==> config.mk <==
export PLATFORM = sky130hd
export DESIGN_NAME = mem_bus_arbiter
export DESIGN_NICKNAME = d
export VERILOG_FILES = /design/src/rtl/mem_bus_arbiter_pkg.sv /design/src/rtl/mem_bus_arbiter_pick.sv /design/src/rtl/mem_bus_arbiter.sv
export SDC_FILE = /design/constraint.sdc
export NUM_CORES = 1
export LEC_CHECK = 0
export ABC_AREA = 1
export BUFFER_PORTS_ARGS = -buffer_cell sky130_fd_sc_hd__buf_2
export CORE_ASPECT_RATIO = 0.8
export CORE_UTILIZATION = 45
export DETAILED_ROUTE_END_ITERATION = 6
export HOLD_SLACK_MARGIN = 0.12
export PLACE_DENSITY = 0.79
export SETUP_SLACK_MARGIN = 0.15
export SLEW_MARGIN = 20
export SYNTH_ARGS = -nofsm -noshare
export SYNTH_HDL_FRONTEND = slang
export SYNTH_SLANG_ARGS = --single-unit
export TNS_END_PERCENT = 50
==> constraint.sdc <==
create_clock -name clk -period 2.4 [get_ports clk]
set_input_delay 0.24 -clock clk [delete_from_list [all_inputs] [get_ports clk]]
set_output_delay 0.24 -clock clk [all_outputs]
set_load 0.005 [all_outputs]
==> src/rtl/mem_bus_arbiter_pkg.sv <==
// mem_bus_arbiter_pkg: shared states, region codes and wait counts for the memory bus arbiter
package mem_bus_arbiter_pkg;
  typedef enum logic [1:0] {S_IDLE, S_GRANT, S_ACCESS, S_DONE} state_t;
  localparam logic [2:0] REG_SRAM0 = 3'd0;
  localparam logic [2:0] REG_SRAM1 = 3'd1;
  localparam logic [2:0] REG_OUT = 3'd2;
  localparam logic [2:0] REG_IN = 3'd3;
  localparam logic [2:0] REG_FLASH = 3'd4;
  localparam logic [15:0] REGION_SRAM1 = 16'h2000;
  localparam logic [15:0] REGION_OUT = 16'h4000;
  localparam logic [15:0] REGION_IN = 16'h6000;
  localparam logic [15:0] REGION_FLASH = 16'h8000;
  localparam int DEF_SRAM_WAIT = 1;
  localparam int DEF_FLASH_WAIT = 3;
  function automatic logic [2:0] decode_region(input logic [15:0] a);
    return a >= REGION_FLASH ? REG_FLASH :
           a >= REGION_IN    ? REG_IN :
           a >= REGION_OUT   ? REG_OUT :
           a >= REGION_SRAM1 ? REG_SRAM1 : REG_SRAM0;
  endfunction
endpackage

==> src/rtl/mem_bus_arbiter_pick.sv <==
// rr_priority_pick: first asserted request at or after ptr, searching upward with wrap-around
module rr_priority_pick #(
  parameter int NREQ = 3,
  parameter int PW = 2
) (
  input  logic [NREQ-1:0] req,
  input  logic [PW-1:0]   ptr,
  output logic [NREQ-1:0] pick,
  output logic [PW-1:0]   idx,
  output logic            any
);
  always_comb begin
    idx = '0;
    for (int i = NREQ - 1; i >= 0; i--)
      if (req[PW'((int'(ptr) + i) % NREQ)]) idx = PW'((int'(ptr) + i) % NREQ);
    any = |req;
    pick = any ? NREQ'(1) << idx : '0;
  end
endmodule

==> src/rtl/mem_bus_arbiter.sv <==
// mem_bus_arbiter: round-robin arbiter and wait-state sequencer for the shared memory/I-O bus
module mem_bus_arbiter
  import mem_bus_arbiter_pkg::*;
#(
  parameter int N = 4,
  parameter int NREQ = 3,
  parameter int SRAM_WAIT = DEF_SRAM_WAIT,
  parameter int FLASH_WAIT = DEF_FLASH_WAIT
) (
  input  logic              clk,
  input  logic              nRESET,
  input  logic [NREQ-1:0]   req,
  input  logic [NREQ*N*4-1:0] req_addr,
  input  logic [NREQ-1:0]   req_we,
  input  logic [NREQ*N*2-1:0] req_wdata,
  output logic [NREQ-1:0]   gnt,
  output logic [NREQ-1:0]   done,
  output logic [N*2-1:0]    rdata,
  output logic [N*4-1:0]    bus_addr,
  output logic [N*2-1:0]    bus_wdata,
  output logic              bus_we,
  input  logic [N*2-1:0]    bus_rdata,
  output logic              CE,
  output logic [2:0]        region,
  output logic              busy
);
  localparam int AW = N * 4;
  localparam int DW = N * 2;
  localparam int PW = NREQ > 1 ? $clog2(NREQ) : 1;
  state_t state_q, state_d;
  logic [PW-1:0] rr_ptr_q, rr_ptr_d, gidx_q, gidx_d, pick_idx;
  logic [NREQ-1:0] gnt_q, gnt_d, pick;
  logic pick_any, active;
  logic [3:0] cnt_q, cnt_d;
  logic [AW-1:0] addr_q, addr_d;
  logic [DW-1:0] wdata_q, wdata_d, rdata_q, rdata_d;
  logic we_q, we_d;
  logic [2:0] region_q, region_d;
  rr_priority_pick #(.NREQ(NREQ), .PW(PW)) u_pick (
    .req(req), .ptr(rr_ptr_q), .pick(pick), .idx(pick_idx), .any(pick_any)
  );
  always_comb begin
    state_d = state_q;
    rr_ptr_d = rr_ptr_q;
    gidx_d = gidx_q;
    gnt_d = gnt_q;
    cnt_d = cnt_q;
    addr_d = addr_q;
    wdata_d = wdata_q;
    rdata_d = rdata_q;
    we_d = we_q;
    region_d = region_q;
    case (state_q)
      S_IDLE: if (pick_any) begin
        state_d = S_GRANT;
        gidx_d = pick_idx;
        gnt_d = pick;
        addr_d = req_addr[pick_idx*AW +: AW];
        wdata_d = req_wdata[pick_idx*DW +: DW];
        we_d = req_we[pick_idx];
        region_d = decode_region(addr_d[AW-1 -: 16]);
      end
      S_GRANT: begin
        state_d = S_ACCESS;
        cnt_d = region_q == REG_FLASH ? 4'(FLASH_WAIT) : 4'(SRAM_WAIT);
      end
      S_ACCESS: begin
        cnt_d = cnt_q - 4'd1;
        if (cnt_q <= 4'd1) begin
          state_d = S_DONE;
          cnt_d = '0;
          rdata_d = bus_rdata;
        end
      end
      default: begin
        state_d = S_IDLE;
        rr_ptr_d = gidx_q == PW'(NREQ - 1) ? '0 : gidx_q + PW'(1);
      end
    endcase
  end
  always_ff @(posedge clk) begin
    if (!nRESET) begin
      state_q <= S_IDLE;
      rr_ptr_q <= '0;
      gidx_q <= '0;
      gnt_q <= '0;
      cnt_q <= '0;
      addr_q <= '0;
      wdata_q <= '0;
      rdata_q <= '0;
      we_q <= 1'b0;
      region_q <= '0;
    end else begin
      state_q <= state_d;
      rr_ptr_q <= rr_ptr_d;
      gidx_q <= gidx_d;
      gnt_q <= gnt_d;
      cnt_q <= cnt_d;
      addr_q <= addr_d;
      wdata_q <= wdata_d;
      rdata_q <= rdata_d;
      we_q <= we_d;
      region_q <= region_d;
    end
  end
  // Input_Port and Flash are not writable, so their write strobe never reaches the bus
  assign active = state_q == S_GRANT || state_q == S_ACCESS;
  assign busy = state_q != S_IDLE;
  assign gnt = busy ? gnt_q : '0;
  assign done = state_q == S_DONE ? gnt_q : '0;
  assign CE = active && region_q <= REG_SRAM1;
  assign bus_we = active && we_q && region_q < REG_IN;
  assign bus_addr = addr_q;
  assign bus_wdata = wdata_q;
  assign region = region_q;
  assign rdata = rdata_q;
endmodule

# Yosys cells after proc, flatten, opt, wreduce, memory -nomap -nowiden

Index checks and enable logic that the tools add are counted.

Register bits: 49
Input port bits: 88
Output and inout port bits: 44

$add $sub $neg: 4
Div/mod/pow operators: 3
Order comparisons: 11
Equality and inequality tests: 7
Shifts and indexed selects: 3
Muxes and demuxes: 27
Reduce and logical (&&, ||, !) cells: 12

Operator list:

| kind                                                                                   | number |
|---|---|
| 32-bit by 3-bit modulo with 32-bit output (second input constant)                      | 2 |
| 48-bit by 7-bit indexed part select with 16-bit output                                 | 1 |
| 16-bit by 15-bit greater-or-equal comparator with 1-bit output (second input constant) | 2 |
| 3-bit by 3-bit modulo with 32-bit output (second input constant)                       | 1 |
| 24-bit by 6-bit indexed part select with 8-bit output                                  | 1 |
| 2-bit two-way mux                                                                      | 9 |
| 16-bit by 14-bit greater-or-equal comparator with 1-bit output (second input constant) | 1 |
| 16-bit greater-or-equal comparator (second input constant)                             | 1 |
| 2-bit by 4-bit less-than comparator with 1-bit output (second input constant)          | 3 |
| 3-bit two-way mux                                                                      | 3 |
| 1-bit binary-select mux with 2-bit select                                              | 4 |
| 1-bit two-way mux                                                                      | 8 |
| 4-bit one-hot mux with 2 select lines                                                  | 1 |
| 2-bit equality test (second input constant)                                            | 3 |
| 2-bit one-hot mux with 3 select lines                                                  | 1 |
| 2-bit AND reduction                                                                    | 3 |
| 3-bit OR reduction                                                                     | 2 |
| 4-bit by 1-bit <= comparator with 1-bit output (second input constant)                 | 1 |
| 4-bit two-way mux                                                                      | 1 |
| 2-bit inequality test (second input constant)                                          | 2 |
| 2-bit nonzero test                                                                     | 2 |
| 4-bit by 1-bit subtractor with 4-bit output (second input constant)                    | 1 |
| 2-bit by 1-bit adder with 3-bit output (second input constant)                         | 1 |
| 2-bit by 2-bit adder with 3-bit output (second input constant)                         | 1 |
| 10 further kinds                                                                       | 12 |

# Logic depth before layout (Yosys ltp)

Gate-level depths: netlist of the first run.

Depth after elaboration: 14
Gate-level depth with buffers: 16
Gate-level depth less buffers: 16

# Hierarchy

A second synthesis of the first run with hierarchy kept.

Cells, all modules: 441
Area total of the unflattened synthesis: 2808.9 sq um

By module, submodules not included:

| module           | instances | cells each | area each (sq um) | seq. area each (sq um) |
|---|---|---|---|---|
| mem_bus_arbiter  | 1         | 399        | 2592.5            | 980.9 |
| rr_priority_pick | 1         | 42         | 216.5             | 0.0 |

# Worst setup path before layout of the first run

Ideal clock, no wire load.

Path type: flip-flop to flip-flop
Start point: reg rr_ptr_q[0]
End point: reg addr_q[10] (netlist: bus_addr[10])
Library setup time: 0.128 ns
Arrival: 1.721 ns
Data required time: 2.272 ns
Path slack: 0.551 ns
Stages on the path, launching flop included: 16
Period minus slack after synthesis: 1.849 ns
Cell sequence: dfxtp_1 inv_1 ha_1 inv_2 nand2_2 nand3_1 nand2_1 nand2_1 nand2_2 nand2_8 nand2_8 buf_6 o21ai_0 nor2_1 nor2_1 nor2_1

Longest elaborated chain between the ends: 9

RTL lines:

| element                                                  | line                       | text |
|---|---|---|
| start: declaration                                       | mem_bus_arbiter.sv:31      | `logic [PW-1:0] rr_ptr_q, rr_ptr_d, gidx_q, gidx_d, pick_idx;` |
| start signal: assignment                                 | mem_bus_arbiter.sv:95      | `rr_ptr_q <= rr_ptr_d;` |
| 2-bit by 2-bit adder with 3-bit output                   | mem_bus_arbiter_pick.sv:15 | `if (req[PW'((int'(ptr) + i) % NREQ)]) idx = PW'((int'(ptr) + i) % NREQ);` |
| 32-bit by 3-bit modulo with 32-bit output                | mem_bus_arbiter_pick.sv:15 |  |
| 1-bit binary-select mux with 2-bit select                | mem_bus_arbiter_pick.sv:15 |  |
| 1-bit two-way mux (implied by the code) (2 in series)    | mem_bus_arbiter_pick.sv:15 |  |
| 2-bit two-way mux (2 in series)                          | mem_bus_arbiter_pick.sv:15 |  |
| 2-bit two-way mux *                                      | mem_bus_arbiter_pick.sv:15 |  |
| 48-bit by 7-bit indexed part select with 16-bit output * | mem_bus_arbiter.sv:58      | `addr_d = req_addr[pick_idx*AW +: AW];` |
| end signal: assignment                                   | mem_bus_arbiter.sv:99      | `addr_q <= addr_d;` |
| end: declaration                                         | mem_bus_arbiter.sv:35      | `logic [AW-1:0] addr_q, addr_d;` |

Mark *: on every way between the ends. The rest lies on a longest branch, timed or not. The select of a mux whose other input is x is not followed.
A chain may end at the register's enable or synchronous reset.

# Final worst setup path of the first run

Start point: reg state_q[1]
End point: out bus_we

Longest elaborated chain between the ends: 4

RTL lines:

| element                                                                               | line                   | text |
|---|---|---|
| start: declaration                                                                    | mem_bus_arbiter.sv:30  | `state_t state_q, state_d;` |
| start signal: assignment                                                              | mem_bus_arbiter.sv:94  | `state_q <= state_d;` |
| 2-bit by 1-bit equality test with 1-bit output or 2-bit equality test (tied branches) | mem_bus_arbiter.sv:107 | `assign active = state_q == S_GRANT \|\| state_q == S_ACCESS;` |
| 1-bit logical OR *                                                                    | mem_bus_arbiter.sv:107 |  |
| net active                                                                            | mem_bus_arbiter.sv:33  | `logic pick_any, active;` |
| 1-bit logical AND * (2 in series)                                                     | mem_bus_arbiter.sv:112 | `assign bus_we = active && we_q && region_q < REG_IN;` |
| end: declaration                                                                      | mem_bus_arbiter.sv:21  | `output logic bus_we,` |

Mark *: on every way through the listed nets, which the timed path passes. The rest lies on a longest branch.

==> results of run 1 <==
## final timing paths
kind | start | to | slack (ns) | cells past startpoint
worst min-delay path | bus_rdata[5] | rdata[5] | 0.20 | 3
worst min register to register | rdata[5] | rdata[5] | 0.46 | 2
worst max register to register | rr_ptr_q[0] | bus_addr[15] | 0.39 | 16
worst max-delay path | state_q[1] | bus_we | 0.35 | 5
## routing by layer
| metal | track usage, % | vias to the layer above | part of all wire, % |
|---|---|---|---|
| met3 | 4.82 | 13 | 6.1 |
| met2 | 38.8 | 114 | 47 |
| li1 | - | 1529 | - |
| met1 | 28.6 | 1360 | 45 |
| met4 | 5.38 | 0 | 1.6 |
| met5 | 0 | - | 0 |
## cell families (layout without fill, tap and decap cells)
family | Yosys count | after routing | synth area share (%)
fa+ha+maj | 8 | 8 | 3.60
buf+inv | 56 | 185 | 10.4
compound gates | 81 | 81 | 18.5
simple gates | 195 | 196 | 32.2
flops | 49 | 49 | 35.3
## area by class of cell
cell class                 count  area (µm²)  area share (%)
clock buffer                   6        72.6            2.03
clock inverter                 2        13.8           0.385
inverter                      40         169            4.73
multi-input combinational    285        1540            42.9
sequential                    49         982            27.5
tap                           81         101            2.84
timing repair buffer         137         701            19.6
## repair_timing
item,in CTS,in global routing
gates resized for setup,0,5
endpoints found under the hold margin,0,0
endpoints found under the setup margin,0,21
hold buffers,0,0
## state kept, by name, summed over array words and instances, names as in the netlist
register   cells
bus_wdata      8
we_q           1
state_q        2
gnt_q          3
rr_ptr_q       2
gidx_q         2
rdata          8
bus_addr      16
cnt_q          4
region         3
## power groups by stage
| stage | clock network, mW | logic [mW] | registers (mW) |
|---|---|---|---|
| 6_report | 0.493 | 2.44 | 1.31 |
| 5_1_grt | 0.534 | 2.74 | 1.36 |
| 4_1_cts | 0.503 | 2.38 | 1.31 |
| 3_5_place_dp | 0 | 2.38 | 1.32 |
| 3_3_place_gp | 0 | 2.31 | 1.31 |
| 2_1_floorplan | 0 | 1.83 | 1.32 |
## Yosys cell counts (6+ instances only)
| cell | n | area (µm²) |
|---|---|---|
| nand3_1 | 25 | 125 |
| dfxtp_1 | 49 | 981 |
| nand2_2 | 6 | 37.5 |
| o21ai_0 | 16 | 80.1 |
| clkbuf_1 | 7 | 26.3 |
| nor2_2 | 19 | 119 |
| a21oi_1 | 16 | 80.1 |
| o21ai_1 | 17 | 85.1 |
| inv_1 | 33 | 124 |
| a22o_1 | 21 | 184 |
| nand2_1 | 52 | 195 |
| ha_1 | 8 | 100 |
| nor2_1 | 85 | 319 |
## stage by stage
step                      area (µm²)  utilization (%)  power [mW]
after floorplan                 2780                -        3.15
after global placement          3450             58.1        3.62
after detailed placement        3450             58.1        3.70
after global routing            3570             60.1        4.63
after CTS                       3540             59.6        4.20
final                           3570             60.1        4.24
## tightest hold or removal path, stage by stage
cell and delay, ns:
buf_2 0.10, nand3_1 0.07, a21oi_1 0.06
==> results.txt, run 1 <==
----------------------------------------------------
[Run status]
  Run status ... complete, no violations

[Worst setup path]
  Nature of the critical path startpoint ... flop
  Total buffers and inverters traversed by the critical path ... 3
  Start-to-end type of the worst setup path ... reg2out
  Cell family with the largest share of critical-path delay ... buffers and inverters
  Required arrival time at the worst endpoint ... 2.16 ns
  Critical path's slowest cell ... dfxtp_1
  Sort of element at the end of the critical path ... output pin
  Most frequent cell on the critical path ... inv_1
  CP max FO ... 6
  Delay of the slowest critical-path stage ... 0.38 ns
  Worst path arrival time ... 1.81 ns
  Critical path, cell by cell ... inv_1 -> ha_1 -> inv_1 -> a2111oi_0 -> buf_2

[Clocking]
  H-tree lvl count ... 2
  Skew-Pair Late Insertion Delay ... 0.30 ns
  Worst-path clk slew ... 0.10 ns
  # clock sinks ... 49
  # Post-CTS Setup Buffers ... 0
  Clock buffer depth ... 2
  TritonCTS clock tree ... yes
  Clock Tree Root ... clkbuf_8
  Total CTS buffers ... 5

[Power and ir drop]
  Switching power ... 1.97 mW
  Worst vdd ir ... 666 µV
  Clock power share ... 11.6%
  Static Leak ... 1.81 nW
  Share of total power in sequential cells ... 30.9%
  Total internal power ... 2.27 mW
  Combinational power share ... 57.4%
  Switching share of power ... 46.4%
  PwrDens ... 1190 nW/µm²

[Timing]
  Final hold vios ... 0
  Final worst setup slack ... 0.349 ns
  Share of the cycle needed by the critical path after routing ... 85.5%
  Aggregate negative setup slack ... 0 ns
  Worst-margin pin slew ... 0.699 ns
  Number of endpoints failing setup at the final stage ... 0
  Remaining max-slew budget at the tightest pin ... 53.4%
  Unrepaired setup endpoints after global routing ... false
  Number of slew-limit violations in the final report ... 0
  Clock period minus final worst setup slack ... 2.05 ns
  Fmax ... 488 MHz
  Worst hold slack ... 0.199 ns
  Post-Route Skew ... 0.00887 ns

[Floorplanning]
  Total number of placement rows ... 25
  Die Ht ... 72.3 µm
  Core area ... 5940 µm²
  I/O pins ... 132
  Die outline area ... 6500 µm²
  Chip width ... 89.9 µm
  Effective utilization at floorplan ... 46.8%

[Drt]
  Post-route DRC ... 0
  Routed WL ... 7550 µm
  WL/cell ... 12.6 µm
  Detailed router's first-iteration violation count ... 131
  Total number of vias ... 3016
  Residual antenna-violating net count after detailed routing ... 0
  First-pass iteration count of the detailed router ... 4
  Routed vias/inst ... 5.03

[Layout]
  Nets ... 614
  Share of layout cells above drive strength 1 ... 36.0%
  Ant. Diodes ... 0
  Layout Area Growth over Synthesis ... 28.6%
  Leading cell type in the layout, fill and taps excluded ... buf_2
  Commonest cells after routing, fill and taps aside ... buf_2 (131), nor2_1 (85), nand2_1 (52), dfxtp_1 (48), inv_1 (33)
  Filler-free cell count of the finished design ... 600
  Filler cell count ... 574

[Yosys]
  Unique masters post-synth ... 33
  EDFF count, synth ... 0
  Register bit count reported by yosys ... 49
  Share of synthesized area occupied by flip-flops and latches ... 35.3%
  Primary FF master, synth ... dfxtp_1
  Cell Area, Synth ... 2780 µm²
  Number of nets in the synthesized netlist ... 485
  Number of warnings reported in the yosys synthesis log ... 0
  Cell count after synthesis ... 389
  Syn_area_per_cell ... 7.15 µm²
  Share of flip-flops with an asynchronous set or reset ... 0%

[Flow run]
  Number of max-capacitance violations reported ... 0

[Placed design]
  Input/output buffers ... 131
  Half-perimeter wire length after placement ... 5730 µm
  Last weighted congestion value of the routability-driven placer ... 0.961
  Inst Count DP ... 591
  Pre-CTS WS ... 0.279 ns

[Global route]
  First-pass GRT wire length ... 11900 µm
  Total routing usage reported by global routing ... 22.3%
  Number of antenna violations at the first check in global routing ... 0
  Largest net degree at the start of global routing ... 28
  Via count of the first global-routing pass ... 2624
  Global route overflow ... 0

[Worst hold path]
  Class of the tightest hold or removal check ... in2reg

----------------------------------------------------
Power figures use the tool's default switching activity.
==> run 2, diff against run 1 <==
--- a/config.mk
+++ b/config.mk
@@ -5,13 +5,12 @@
 export SDC_FILE = /design/constraint.sdc
 export NUM_CORES = 1
 export LEC_CHECK = 0
-export ABC_AREA = 1
 export BUFFER_PORTS_ARGS = -buffer_cell sky130_fd_sc_hd__buf_2
 export CORE_ASPECT_RATIO = 0.8
 export CORE_UTILIZATION = 45
 export DETAILED_ROUTE_END_ITERATION = 6
 export HOLD_SLACK_MARGIN = 0.12
-export PLACE_DENSITY = 0.79
+export PLACE_DENSITY = 0.81
 export SETUP_SLACK_MARGIN = 0.15
 export SLEW_MARGIN = 20
 export SYNTH_ARGS = -nofsm -noshare
==> run 2 against run 1 <==
  * The flow now finishes with violations (setup timing)
  * Fmax shrank 17%
  * Largest power group unchanged
  * Sequential power decreased by 9%
  * Flip-flop and latch count unchanged
  * Critical endpoint is now bus_addr[9]
  * Clock power rose by 2%
  * Final area down 1.5%
  * Sequential share of layout area is 0.61 points higher
  * Clock skew down 0.0033 ns
  * Total power shrank 20%
  * Die area shrank 10%
  * Via count fell by 12%
  * Worst setup slack lost 0.43 ns
==> results.txt, run 2 <==
----------------------------------------------------
[Floorplanning]
  Core area ... 5150 µm² (was 5940 µm²)
  Die Ht ... 68.5 µm (was 72.3 µm)
  Chip width ... 85.1 µm (was 89.9 µm)
  Die outline area ... 5830 µm² (was 6500 µm²)
  Total number of placement rows ... 23 (was 25)
  Effective utilization at floorplan ... 48.3% (was 46.8%)
  I/O pins ... 132 (unchanged)

[Layout]
  Share of layout cells above drive strength 1 ... 49.4% (was 36.0%)
  Number of flip-flops under the largest register name ... 16 (unchanged)
  Final instance area ... 3520 µm² (was 3570 µm²)
  Area taken by multi-input logic gates ... 1490 µm² (was 1540 µm²)
  Register area ... 988 µm² (was 982 µm²)
  Ant. Diodes ... 0 (unchanged)
  Nets ... 499 (was 614)
  Layout Area Growth over Synthesis ... 41.6% (was 28.6%)
  Leading cell type in the layout, fill and taps excluded ... buf_2 (unchanged)
  Filler-free cell count of the finished design ... 465 (was 600)
  Commonest cells after routing, fill and taps aside ... buf_2 (131), nor2_1 (48), dfxtp_1 (47), a222oi_1 (24), mux2_4 (19) (was buf_2 (131), nor2_1 (85), nand2_1 (52), dfxtp_1 (48), inv_1 (33))
  Filler cell count ... 402 (was 574)

[Timing]
  Clock period minus final worst setup slack ... 2.48 ns (was 2.05 ns)
  Aggregate negative setup slack ... -0.409 ns (was 0 ns)
  Worst-margin pin slew ... 0.390 ns (was 0.699 ns)
  Unrepaired setup endpoints after global routing ... true (was false)
  Share of the cycle needed by the critical path after routing ... 103% (was 85.5%)
  Post-Route Skew ... 0.00557 ns (was 0.00887 ns)
  Number of endpoints failing setup at the final stage ... 12 (was 0)
  Number of slew-limit violations in the final report ... 0 (unchanged)
  Fmax ... 403 MHz (was 488 MHz)
  Final hold vios ... 0 (unchanged)
  Final worst setup slack ... -0.0802 ns (was 0.349 ns)
  Remaining max-slew budget at the tightest pin ... 73.8% (was 53.4%)

[Placed design]
  Pre-CTS WS ... -0.0345 ns (was 0.279 ns)
  Last weighted congestion value of the routability-driven placer ... 0.814 (was 0.961)
  Input/output buffers ... 131 (unchanged)
  Instance area after placement ... 3350 µm² (was 3450 µm²)
  Half-perimeter wire length after placement ... 5520 µm (was 5730 µm)
  Inst Count DP ... 455 (was 591)

[Worst setup path]
  Worst path arrival time ... 2.66 ns (was 1.81 ns)
  Worst reg-to-reg path cell count ... 9 (was 16)
  Sort of element at the end of the critical path ... flop (was output pin)
  Required arrival time at the worst endpoint ... 2.58 ns (was 2.16 ns)
  CP max FO ... 6 (unchanged)
  Nature of the critical path startpoint ... flop (unchanged)
  Start-to-end type of the worst setup path ... reg2reg (was reg2out)

[Drt]
  Routed vias/inst ... 5.69 (was 5.03)
  Routed WL ... 7380 µm (was 7550 µm)
  WL/cell ... 15.9 µm (was 12.6 µm)
  Detailed router's first-iteration violation count ... 169 (was 131)
  First-pass iteration count of the detailed router ... 5 (was 4)
  Post-route DRC ... 0 (unchanged)
  Total number of vias ... 2644 (was 3016)
  Residual antenna-violating net count after detailed routing ... 0 (unchanged)

[Clocking]
  TritonCTS clock tree ... yes (unchanged)
  # clock sinks ... 49 (unchanged)
  Worst-path clk slew ... 0.09 ns (was 0.10 ns)
  Clock Tree Root ... clkbuf_8 (unchanged)
  Total CTS buffers ... 5 (unchanged)
  Skew-Pair Late Insertion Delay ... 0.30 ns (about the same)
  H-tree lvl count ... 2 (unchanged)
  Clock buffer depth ... 2 (unchanged)

[Power and ir drop]
  PwrDens ... 960 nW/µm² (was 1190 nW/µm²)
  Worst vdd ir ... 594 µV (was 666 µV)
  Switching share of power ... 38.7% (was 46.4%)
  Share of total power in sequential cells ... 35.2% (was 30.9%)
  Static Leak ... 1.74 nW (was 1.81 nW)
  Switching power ... 1.31 mW (was 1.97 mW)
  Total internal power ... 2.07 mW (was 2.27 mW)
  Clock power share ... 14.8% (was 11.6%)
  Combinational power share ... 49.9% (was 57.4%)

[Yosys]
  EDFF count, synth ... 0 (unchanged)
  Cell count after synthesis ... 262 (was 389)
  Primary FF master, synth ... dfxtp_1 (unchanged)
  Largest area contributor in the netlist ... dfxtp_1 (unchanged)
  Share of flip-flops with an asynchronous set or reset ... 0% (unchanged)
  Top cell types by occurrence after synthesis ... dfxtp_1 (49), nor2_1 (49), a222oi_1 (24), mux2_2 (24), clkbuf_1 (15) (was nor2_1 (85), nand2_1 (52), dfxtp_1 (49))
  Cell types with the largest area share after synthesis ... dfxtp_1 (39%), mux2_2 (11%), a222oi_1 (9.7%) (was dfxtp_1 (35%), nor2_1 (11%), nand2_1 (7.0%))
  Unique masters post-synth ... 38 (was 33)
  Share of synthesized area occupied by flip-flops and latches ... 39.5% (was 35.3%)
  Cell Area, Synth ... 2490 µm² (was 2780 µm²)
  Number of warnings reported in the yosys synthesis log ... 0 (unchanged)
  Area share of the leading cell type in the synthesized netlist ... 39.5% (was 35.3%)
  Register bit count reported by yosys ... 49 (unchanged)
  Syn_area_per_cell ... 9.49 µm² (was 7.15 µm²)
  Number of nets in the synthesized netlist ... 358 (was 485)

[Global route]
  Via count of the first global-routing pass ... 2511 (was 2624)
  Total routing usage reported by global routing ... 25.7% (was 22.3%)
  Global routing usage on met1 ... 30.6% (was 28.6%)
  Global routing usage on met3 ... 6.63% (was 4.82%)
  Global route overflow ... 0 (unchanged)
  First-pass GRT wire length ... 11700 µm (was 11900 µm)
  Number of antenna violations at the first check in global routing ... 0 (unchanged)
  Largest net degree at the start of global routing ... 23 (was 28)
  Most heavily used metal layer in global routing ... met2 (unchanged)
  Met2 Resource Use GR ... 46.1% (was 38.8%)

[Worst hold path]
  Class of the tightest hold or removal check ... in2reg (unchanged)
  Hold path depth ... 3 (unchanged)

[Run status]
  Run status ... finished, violations left (was complete, no violations)
  Violations in the final reports ... setup timing

[Flow run]
  Number of max-capacitance violations reported ... 0 (unchanged)

----------------------------------------------------
[run 2: power by group through the flow]
| stage | Clock, mW | Combinational (mW) | Sequential (mW) |
|---|---|---|---|
| floorplan | 0 | 1.07 | 1.19 |
| global placement | 0 | 1.59 | 1.20 |
| detailed placement | 0 | 1.63 | 1.20 |
| CTS | 0.504 | 1.67 | 1.19 |
| global route | 0.552 | 1.88 | 1.22 |
| finish | 0.501 | 1.69 | 1.19 |
[run 2: path summary, 6_finish.rpt]
| check | startpoint | slack [ns] | endpoint |
|---|---|---|---|
| setup / recovery | rr_ptr_q[0] | -0.08 | bus_addr[9] |
| hold / removal | bus_rdata[0] | 0.17 | rdata[0] |
| setup reg to reg | rr_ptr_q[0] | -0.08 | bus_addr[9] |
| hold reg to reg | rdata[2] | 0.50 | rdata[2] |
[run 2: per-layer routing]
layer	vias to the layer above	wire length [µm]
met1	1262	3010
met2	119	3710
met5	-	0
met3	13	557
met4	0	94
li1	1250	-
[run 2: critical path, cell delays in order, from the launching register on]
cell and delay (ns):
dfxtp_4 0.37, inv_4 0.06, ha_4 0.13, nand2_2 0.05, or4b_4 0.55, a31oi_4 0.25
buf_6 0.18, mux2_4 0.30, a222oi_1 0.36, nor2_1 0.11
[run 2: logic make-up (layout without fill, tap and decap cells)]
| family | Yosys count | after routing | share of synthesized area (%) |
|---|---|---|---|
| adders and majority gates | 8 | 8 | 4.03 |
| AOI/OAI and AO/OA | 54 | 54 | 18.4 |
| buffers and inverters | 27 | 168 | 4.83 |
| muxes | 38 | 38 | 16.5 |
| DFF | 49 | 49 | 39.5 |
| and+or+nand+nor | 86 | 86 | 16.8 |
[run 2: metrics by stage]
step | total power [mW] | hold slack [ns] | utilization, %
global route | 3.65 | 0.172 | 68.3
floorplan | 2.26 | 0.357 | -
CTS | 3.36 | 0.169 | 67.9
global placement | 2.79 | 0.465 | 65.0
detailed placement | 2.83 | 0.480 | 65.0
finish | 3.38 | 0.174 | 68.3
[run 2: cell type report]
class	instances	area share, %
tap	62	2.20
inverter	9	1.10
sequential	49	28.1
multi-input combinational	186	42.4
timing repair buffer	152	23.7
clock buffer	6	2.35
clock inverter	1	0.213
[run 2: timing repair]
action	in CTS	in global routing
cloned	0	0
pin swaps	2	14
setup buffers	1	2
hold buffers	0	0
setup endpoints to repair	25	28
resized for setup	11	3
